[src/rtl/multicycle_ctrl_if.sv]
// Control bundle between the multicycle MIPS control FSM and its datapath.
// Opcode/zero flow into the controller; every datapath control flows out.
interface multicycle_ctrl_if #(
  parameter int OP_W    = 6,
  parameter int ALUOP_W = 3
);
  logic [OP_W-1:0]    opcode;
  logic               zero;
  logic               PCWre;
  logic [1:0]         PCSrc;
  logic               IRWre;
  logic               InsMemRW;
  logic               RegWre;
  logic [1:0]         RegOut;
  logic               WrRegData;
  logic               ALUSrcA;
  logic               ALUSrcB;
  logic               ALUM2Reg;
  logic               DataMemRW;
  logic               ExtSel;
  logic [ALUOP_W-1:0] ALUOp;
  logic [2:0]         state;

  modport master (
    input  opcode, zero,
    output PCWre, PCSrc, IRWre, InsMemRW,
    output RegWre, RegOut, WrRegData,
    output ALUSrcA, ALUSrcB, ALUM2Reg,
    output DataMemRW, ExtSel, ALUOp, state
  );

  modport slave (
    output opcode, zero,
    input  PCWre, PCSrc, IRWre, InsMemRW,
    input  RegWre, RegOut, WrRegData,
    input  ALUSrcA, ALUSrcB, ALUM2Reg,
    input  DataMemRW, ExtSel, ALUOp, state
  );
endinterface

[src/rtl/multicycle_ctrl.sv]
// Multicycle MIPS control FSM feeding the PC register and datapath.
// Optional bne support is enabled by defining MC_BNE_EN.
module multicycle_ctrl #(
  parameter int OP_W    = 6,
  parameter int ALUOP_W = 3
) (
  input  logic CLK,
  input  logic RST,
  multicycle_ctrl_if.master bus
);

  typedef enum logic [2:0] {
    S_IF     = 3'b000,
    S_ID     = 3'b001,
    S_EXE_LS = 3'b010,
    S_MEM    = 3'b011,
    S_WB_LD  = 3'b100,
    S_EXE_BR = 3'b101,
    S_EXE_AL = 3'b110,
    S_WB_AL  = 3'b111
  } state_t;

  localparam logic [OP_W-1:0] OP_ADD  = OP_W'(6'b000000);
  localparam logic [OP_W-1:0] OP_SUB  = OP_W'(6'b000001);
  localparam logic [OP_W-1:0] OP_ADDI = OP_W'(6'b000010);
  localparam logic [OP_W-1:0] OP_OR   = OP_W'(6'b010000);
  localparam logic [OP_W-1:0] OP_AND  = OP_W'(6'b010001);
  localparam logic [OP_W-1:0] OP_ORI  = OP_W'(6'b010010);
  localparam logic [OP_W-1:0] OP_SLL  = OP_W'(6'b011000);
  localparam logic [OP_W-1:0] OP_SLT  = OP_W'(6'b100110);
  localparam logic [OP_W-1:0] OP_SW   = OP_W'(6'b110000);
  localparam logic [OP_W-1:0] OP_LW   = OP_W'(6'b110001);
  localparam logic [OP_W-1:0] OP_BEQ  = OP_W'(6'b110100);
`ifdef MC_BNE_EN
  localparam logic [OP_W-1:0] OP_BNE  = OP_W'(6'b110101);
`endif
  localparam logic [OP_W-1:0] OP_J    = OP_W'(6'b111000);
  localparam logic [OP_W-1:0] OP_JR   = OP_W'(6'b111001);
  localparam logic [OP_W-1:0] OP_JAL  = OP_W'(6'b111010);

  localparam logic [ALUOP_W-1:0] A_ADD = ALUOP_W'(3'b000);
  localparam logic [ALUOP_W-1:0] A_SUB = ALUOP_W'(3'b001);
  localparam logic [ALUOP_W-1:0] A_SLL = ALUOP_W'(3'b010);
  localparam logic [ALUOP_W-1:0] A_OR  = ALUOP_W'(3'b011);
  localparam logic [ALUOP_W-1:0] A_AND = ALUOP_W'(3'b100);
  localparam logic [ALUOP_W-1:0] A_SLT = ALUOP_W'(3'b101);

  state_t st, nxt;

  logic [ALUOP_W-1:0] alu_op;
  logic alu_ins, r_type, imm, shamt, zext;
  logic ls, is_sw, br, bne, jmp, jr, link;

  always_comb begin
    alu_op  = A_ADD;
    alu_ins = 1'b0;
    r_type  = 1'b0;
    imm     = 1'b0;
    shamt   = 1'b0;
    zext    = 1'b0;
    ls      = 1'b0;
    is_sw   = 1'b0;
    br      = 1'b0;
    bne     = 1'b0;
    jmp     = 1'b0;
    jr      = 1'b0;
    link    = 1'b0;
    case (bus.opcode)
      OP_ADD:  begin alu_ins = 1'b1; r_type = 1'b1; end
      OP_SUB:  begin alu_ins = 1'b1; r_type = 1'b1; alu_op = A_SUB; end
      OP_ADDI: begin alu_ins = 1'b1; imm = 1'b1; end
      OP_OR:   begin alu_ins = 1'b1; r_type = 1'b1; alu_op = A_OR; end
      OP_AND:  begin alu_ins = 1'b1; r_type = 1'b1; alu_op = A_AND; end
      OP_ORI:  begin
        alu_ins = 1'b1; imm = 1'b1; zext = 1'b1; alu_op = A_OR;
      end
      OP_SLL:  begin
        alu_ins = 1'b1; r_type = 1'b1; shamt = 1'b1; alu_op = A_SLL;
      end
      OP_SLT:  begin alu_ins = 1'b1; r_type = 1'b1; alu_op = A_SLT; end
      OP_SW:   begin ls = 1'b1; imm = 1'b1; is_sw = 1'b1; end
      OP_LW:   begin ls = 1'b1; imm = 1'b1; end
      OP_BEQ:  begin br = 1'b1; alu_op = A_SUB; end
`ifdef MC_BNE_EN
      OP_BNE:  begin br = 1'b1; bne = 1'b1; alu_op = A_SUB; end
`endif
      OP_J:    jmp = 1'b1;
      OP_JAL:  begin jmp = 1'b1; link = 1'b1; end
      OP_JR:   jr = 1'b1;
      default: ;
    endcase
  end

  always_ff @(posedge CLK) begin
    if (!RST) st <= S_IF;
    else      st <= nxt;
  end

  always_comb begin
    nxt           = S_IF;
    bus.PCWre     = 1'b0;
    bus.PCSrc     = 2'b00;
    bus.IRWre     = 1'b0;
    bus.InsMemRW  = 1'b0;
    bus.RegWre    = 1'b0;
    bus.RegOut    = 2'b00;
    bus.WrRegData = 1'b0;
    bus.ALUSrcA   = 1'b0;
    bus.ALUSrcB   = 1'b0;
    bus.ALUM2Reg  = 1'b0;
    bus.DataMemRW = 1'b0;
    bus.ExtSel    = 1'b0;
    bus.ALUOp     = '0;
    // Datapath selects stay stable for the whole EXE..WB window
    if (st != S_IF) bus.ExtSel = ~zext;
    if (st != S_IF && st != S_ID) begin
      bus.ALUOp     = alu_op;
      bus.ALUSrcA   = shamt;
      bus.ALUSrcB   = imm;
      bus.RegOut    = r_type ? 2'b10 : 2'b01;
      bus.WrRegData = 1'b1;
    end
    unique case (st)
      S_IF: begin
        bus.IRWre    = 1'b1;
        bus.InsMemRW = 1'b1;
        nxt          = S_ID;
      end
      S_ID: begin
        if (alu_ins)  nxt = S_EXE_AL;
        else if (br)  nxt = S_EXE_BR;
        else if (ls)  nxt = S_EXE_LS;
        else begin
          // halt holds the PC so it is refetched until reset
          bus.PCWre  = (bus.opcode != OP_W'(6'b111111));
          bus.RegWre = link;
          if (jmp)     bus.PCSrc = 2'b11;
          else if (jr) bus.PCSrc = 2'b10;
        end
      end
      S_EXE_AL: nxt = S_WB_AL;
      S_WB_AL: begin
        bus.PCWre  = 1'b1;
        bus.RegWre = 1'b1;
      end
      S_EXE_BR: begin
        bus.PCWre = 1'b1;
        if (bus.zero ^ bne) bus.PCSrc = 2'b01;
      end
      S_EXE_LS: nxt = S_MEM;
      S_MEM: begin
        if (is_sw) begin
          bus.DataMemRW = 1'b1;
          bus.PCWre     = 1'b1;
        end else begin
          nxt = S_WB_LD;
        end
      end
      S_WB_LD: begin
        bus.PCWre    = 1'b1;
        bus.RegWre   = 1'b1;
        bus.ALUM2Reg = 1'b1;
      end
    endcase
  end

  assign bus.state = st;

endmodule
[src/flat_wrapper.sv]
// flat-port wrapper written by rule: the top's interface ports become plain ports
module multicycle_ctrl_flat 
#(
  parameter int OP_W    = 6,
  parameter int ALUOP_W = 3
)
  (CLK, RST, bus_opcode, bus_zero, bus_PCWre, bus_PCSrc, bus_IRWre, bus_InsMemRW, bus_RegWre, bus_RegOut, bus_WrRegData, bus_ALUSrcA, bus_ALUSrcB, bus_ALUM2Reg, bus_DataMemRW, bus_ExtSel, bus_ALUOp, bus_state);
  multicycle_ctrl_if #(.OP_W(OP_W), .ALUOP_W(ALUOP_W)) bus_i ();
  input  logic CLK;
  input  logic RST;
  input wire logic [$bits(bus_i.opcode)-1:0] bus_opcode;
  input wire logic [$bits(bus_i.zero)-1:0] bus_zero;
  output wire logic [$bits(bus_i.PCWre)-1:0] bus_PCWre;
  output wire logic [$bits(bus_i.PCSrc)-1:0] bus_PCSrc;
  output wire logic [$bits(bus_i.IRWre)-1:0] bus_IRWre;
  output wire logic [$bits(bus_i.InsMemRW)-1:0] bus_InsMemRW;
  output wire logic [$bits(bus_i.RegWre)-1:0] bus_RegWre;
  output wire logic [$bits(bus_i.RegOut)-1:0] bus_RegOut;
  output wire logic [$bits(bus_i.WrRegData)-1:0] bus_WrRegData;
  output wire logic [$bits(bus_i.ALUSrcA)-1:0] bus_ALUSrcA;
  output wire logic [$bits(bus_i.ALUSrcB)-1:0] bus_ALUSrcB;
  output wire logic [$bits(bus_i.ALUM2Reg)-1:0] bus_ALUM2Reg;
  output wire logic [$bits(bus_i.DataMemRW)-1:0] bus_DataMemRW;
  output wire logic [$bits(bus_i.ExtSel)-1:0] bus_ExtSel;
  output wire logic [$bits(bus_i.ALUOp)-1:0] bus_ALUOp;
  output wire logic [$bits(bus_i.state)-1:0] bus_state;
  assign bus_i.opcode = bus_opcode;
  assign bus_i.zero = bus_zero;
  assign bus_PCWre = bus_i.PCWre;
  assign bus_PCSrc = bus_i.PCSrc;
  assign bus_IRWre = bus_i.IRWre;
  assign bus_InsMemRW = bus_i.InsMemRW;
  assign bus_RegWre = bus_i.RegWre;
  assign bus_RegOut = bus_i.RegOut;
  assign bus_WrRegData = bus_i.WrRegData;
  assign bus_ALUSrcA = bus_i.ALUSrcA;
  assign bus_ALUSrcB = bus_i.ALUSrcB;
  assign bus_ALUM2Reg = bus_i.ALUM2Reg;
  assign bus_DataMemRW = bus_i.DataMemRW;
  assign bus_ExtSel = bus_i.ExtSel;
  assign bus_ALUOp = bus_i.ALUOp;
  assign bus_state = bus_i.state;
  multicycle_ctrl #(.OP_W(OP_W), .ALUOP_W(ALUOP_W)) u_core (.CLK(CLK), .RST(RST), .bus(bus_i));
endmodule
[config.mk]
export PLATFORM = sky130hd
export DESIGN_NAME = multicycle_ctrl_flat
export DESIGN_NICKNAME = d
export VERILOG_FILES = /design/src/rtl/multicycle_ctrl_if.sv /design/src/rtl/multicycle_ctrl.sv /design/src/flat_wrapper.sv
export SDC_FILE = /design/constraint.sdc
export NUM_CORES = 1
export LEC_CHECK = 0
export CAP_MARGIN = 20
export CORE_UTILIZATION = 23
export CTS_CLUSTER_SIZE = 20
export DETAILED_ROUTE_END_ITERATION = 6
export SKIP_LAST_GASP = 1
export SLEW_MARGIN = 20
export SYNTH_ARGS = -nofsm -noshare
export SYNTH_HDL_FRONTEND = slang
export SYNTH_SLANG_ARGS = --single-unit
[constraint.sdc]
create_clock -name CLK -period 1.8 [get_ports CLK]
set_clock_uncertainty 0.15 [all_clocks]
set_input_delay 0.36 -clock CLK [delete_from_list [all_inputs] [get_ports CLK]]
set_output_delay 0.36 -clock CLK [all_outputs]
set_load 0.005 [all_outputs]
==> impl_metrics.toml, run 1 <==
[route]
wl_mm = 2.88
viasPerCell = 5.40
post-route-drc-count = 0
ant_nets = 0
drtPass1Iterations = 4
wl_per_cell_um = 15.1
vias = 1031
drtIter0Drc = 25

[sta]
hold_viol_final = 0
slew_violations = 0
worst_slew_pin_slew_ns = 0.290
setup_viol = 7
layout_setup_ws_ns = -0.162
rsz0062_at_grt = "yes"
period_minus_slack_ns = 1.96
min_period_over_period_pct = 109
final.setup.tns_ns = -0.763
fmax_mhz = 510
slew_headroom_pct = 80.7

[clocking]
cts_made_buffers = 3
cts_buffer_depth = 2
htree_levels = 1
cts_hold_buf = 0
cts-root-buf = "clkbuf_4"
cts_tree = "done"
cts.sinks = 3
clk_latency_ns = 0.24
clk_pin_slew_ns = 0.04

[yosys]
syn_avg_cell_area_um2 = 6.19
synth_ff_type = "dfxtp_1"
yosys_warnings = 0
syn_nets = 99
synth-async-reset-ratio_pct = 0
syn_inst = 90
ys_types = 34
synth_edf_count = 0
ys_ff_latch = 3
synth_area_um2 = 557
ys_seq_area_share_pct = 10.8

[worst_setup_path]
required_ns = 1.29
crit_path_start_kind = "input pin"
worstPathMaxFanout = 4
path_class = "input pin to output pin"
end_kind = "output pin"
arrival_ns = 1.45

[final_layout]
drive_gt1_share_pct = 62.6
final_common_cell = "buf_4"
instances_no_fill = 191
final_util_pct = 62.5
syn_to_final_growth_pct = 153
largest_reg_flops = 3
final_cell_mix = "44 x buf_4, 14 x buf_2, 10 x buf_6, 6 x nor2_1, 5 x clkdlybuf4s50_1"
final_nets = 173
fillers = 193
fin_area_mm2 = 0.00141
antenna_cells = 0

[worst_hold_path]
hold_path.class = "input pin to flop"

[power]
p_leak_nw = 0.615
p_per_area_mw_per_mm2 = 339
irDropWorstVdd_mv = 0.371

[die]
die-width_um = 51.2
io_pins = 29
start_util_pct = 24.7
num_rows = 17
core_mm2 = 0.00225
dieArea_mm2 = 0.00262
fp.dieH_um = 51.2

[placed_design]
dp_slack_ns = -1.04
placed_area_mm2 = 0.00105
dp.cells = 165
io_buffers = 28
gp_congestion = 0.826
dp_hpwl_mm = 1.54

[global_routing]
grtUsageTotal_pct = 21.3
grt_pass1_vias = 921
antenna_found_initial = 0
grt_max_degree = 11
grt_pass1_wl_mm = 4.17
overflow = 0

[flow_run]
cap_violations = 0

[run_status]
violations = "setup timing"
outcome = "complete, but fails checks"
## cells by family (layout without fill, tap and decap cells)
| group | count (synthesis) | after routing | synth area share [%] |
|---|---|---|---|
| simple gates | 47 | 47 | 45.8 |
| buf+inv | 14 | 87 | 10.8 |
| compound gates | 26 | 26 | 32.6 |
| flops | 3 | 3 | 10.8 |
## power breakdown
group | internal, W | switching, W
Combinational | 0.000151 | 0.000126
Sequential | 0.0000698 | 0.00000604
Clock | 0.0000835 | 0.0000413
## final cells by class
cell class	instances	area (um2)	area share, %
sequential	3	68.8	4.88
inverter	3	11.3	0.799
clock buffer	4	26.3	1.87
timing repair buffer	80	648	46.0
multi-input combinational	73	619	44.0
tap	28	35.0	2.49
## timing repair
| item | in CTS | in global routing |
|---|---|---|
| cloned | 1 | 0 |
| gates resized for setup | 123 | 24 |
| setup endpoints to repair | 21 | 17 |
| pin swaps | 22 | 17 |
| endpoints found under the hold margin | 0 | 0 |
| buffers inserted | 16 | 8 |
## synthesized netlist by cell type (3+ instances only)
master    instances  area share, %
dfxtp_1           3             11
a31oi_1           3            3.4
clkbuf_1          7            4.7
a21oi_1           6            5.4
nor4_1            3            3.4
o21ai_0           3            2.7
nand2b_1          4            4.5
inv_1             3            2.0
nand3b_1          3            4.0
nor3_1            9            8.1
buf_2             3            2.7
nor2_1           11            7.4
nand2_1           5            3.4
## worst paths after layout
check | start | end | slack [ns] | depth (start not counted)
max | bus_opcode[4] | bus_PCWre | -0.16 | 7
min | bus_opcode[3] | u_core.bus.state[0]$_SDFF_PN0_ | 0.38 | 4
max reg2reg | u_core.bus.state[1]$_SDFF_PN0_ | u_core.bus.state[2]$_SDFF_PN0_ | 0.36 | 4
min reg2reg | u_core.bus.state[0]$_SDFF_PN0_ | u_core.bus.state[0]$_SDFF_PN0_ | 0.45 | 2
## per-layer routing
layer	wire [um]	up-vias	track usage [%]
met5	0	-	0
met4	4	0	3.70
met3	172	2	5.65
met2	1560	40	37.1
met1	1140	505	26.1
li1	-	484	-
## stage by stage
stage          total power (W)  hold slack [ns]
2_1_floorplan         0.000158            0.326
3_3_place_gp          0.000278            0.483
3_5_place_dp          0.000280            0.471
4_1_cts               0.000443            0.367
5_1_grt               0.000509            0.399
6_report              0.000478            0.383
## worst max-delay path: stages
cell and delay, ns:
buf_8 0.10, nand4b_1 0.19, buf_4 0.16, a211o_1 0.29
o311ai_2 0.10, o211ai_1 0.12, buf_2 0.14
(Power assumes the default switching activity.)
==> inputs of run 2 (changes only) <==
- CTS_CLUSTER_DIAMETER: default -> 100
==> results of run 2 <==
The final DEF is identical to that of run 1; final timing and power are the same.
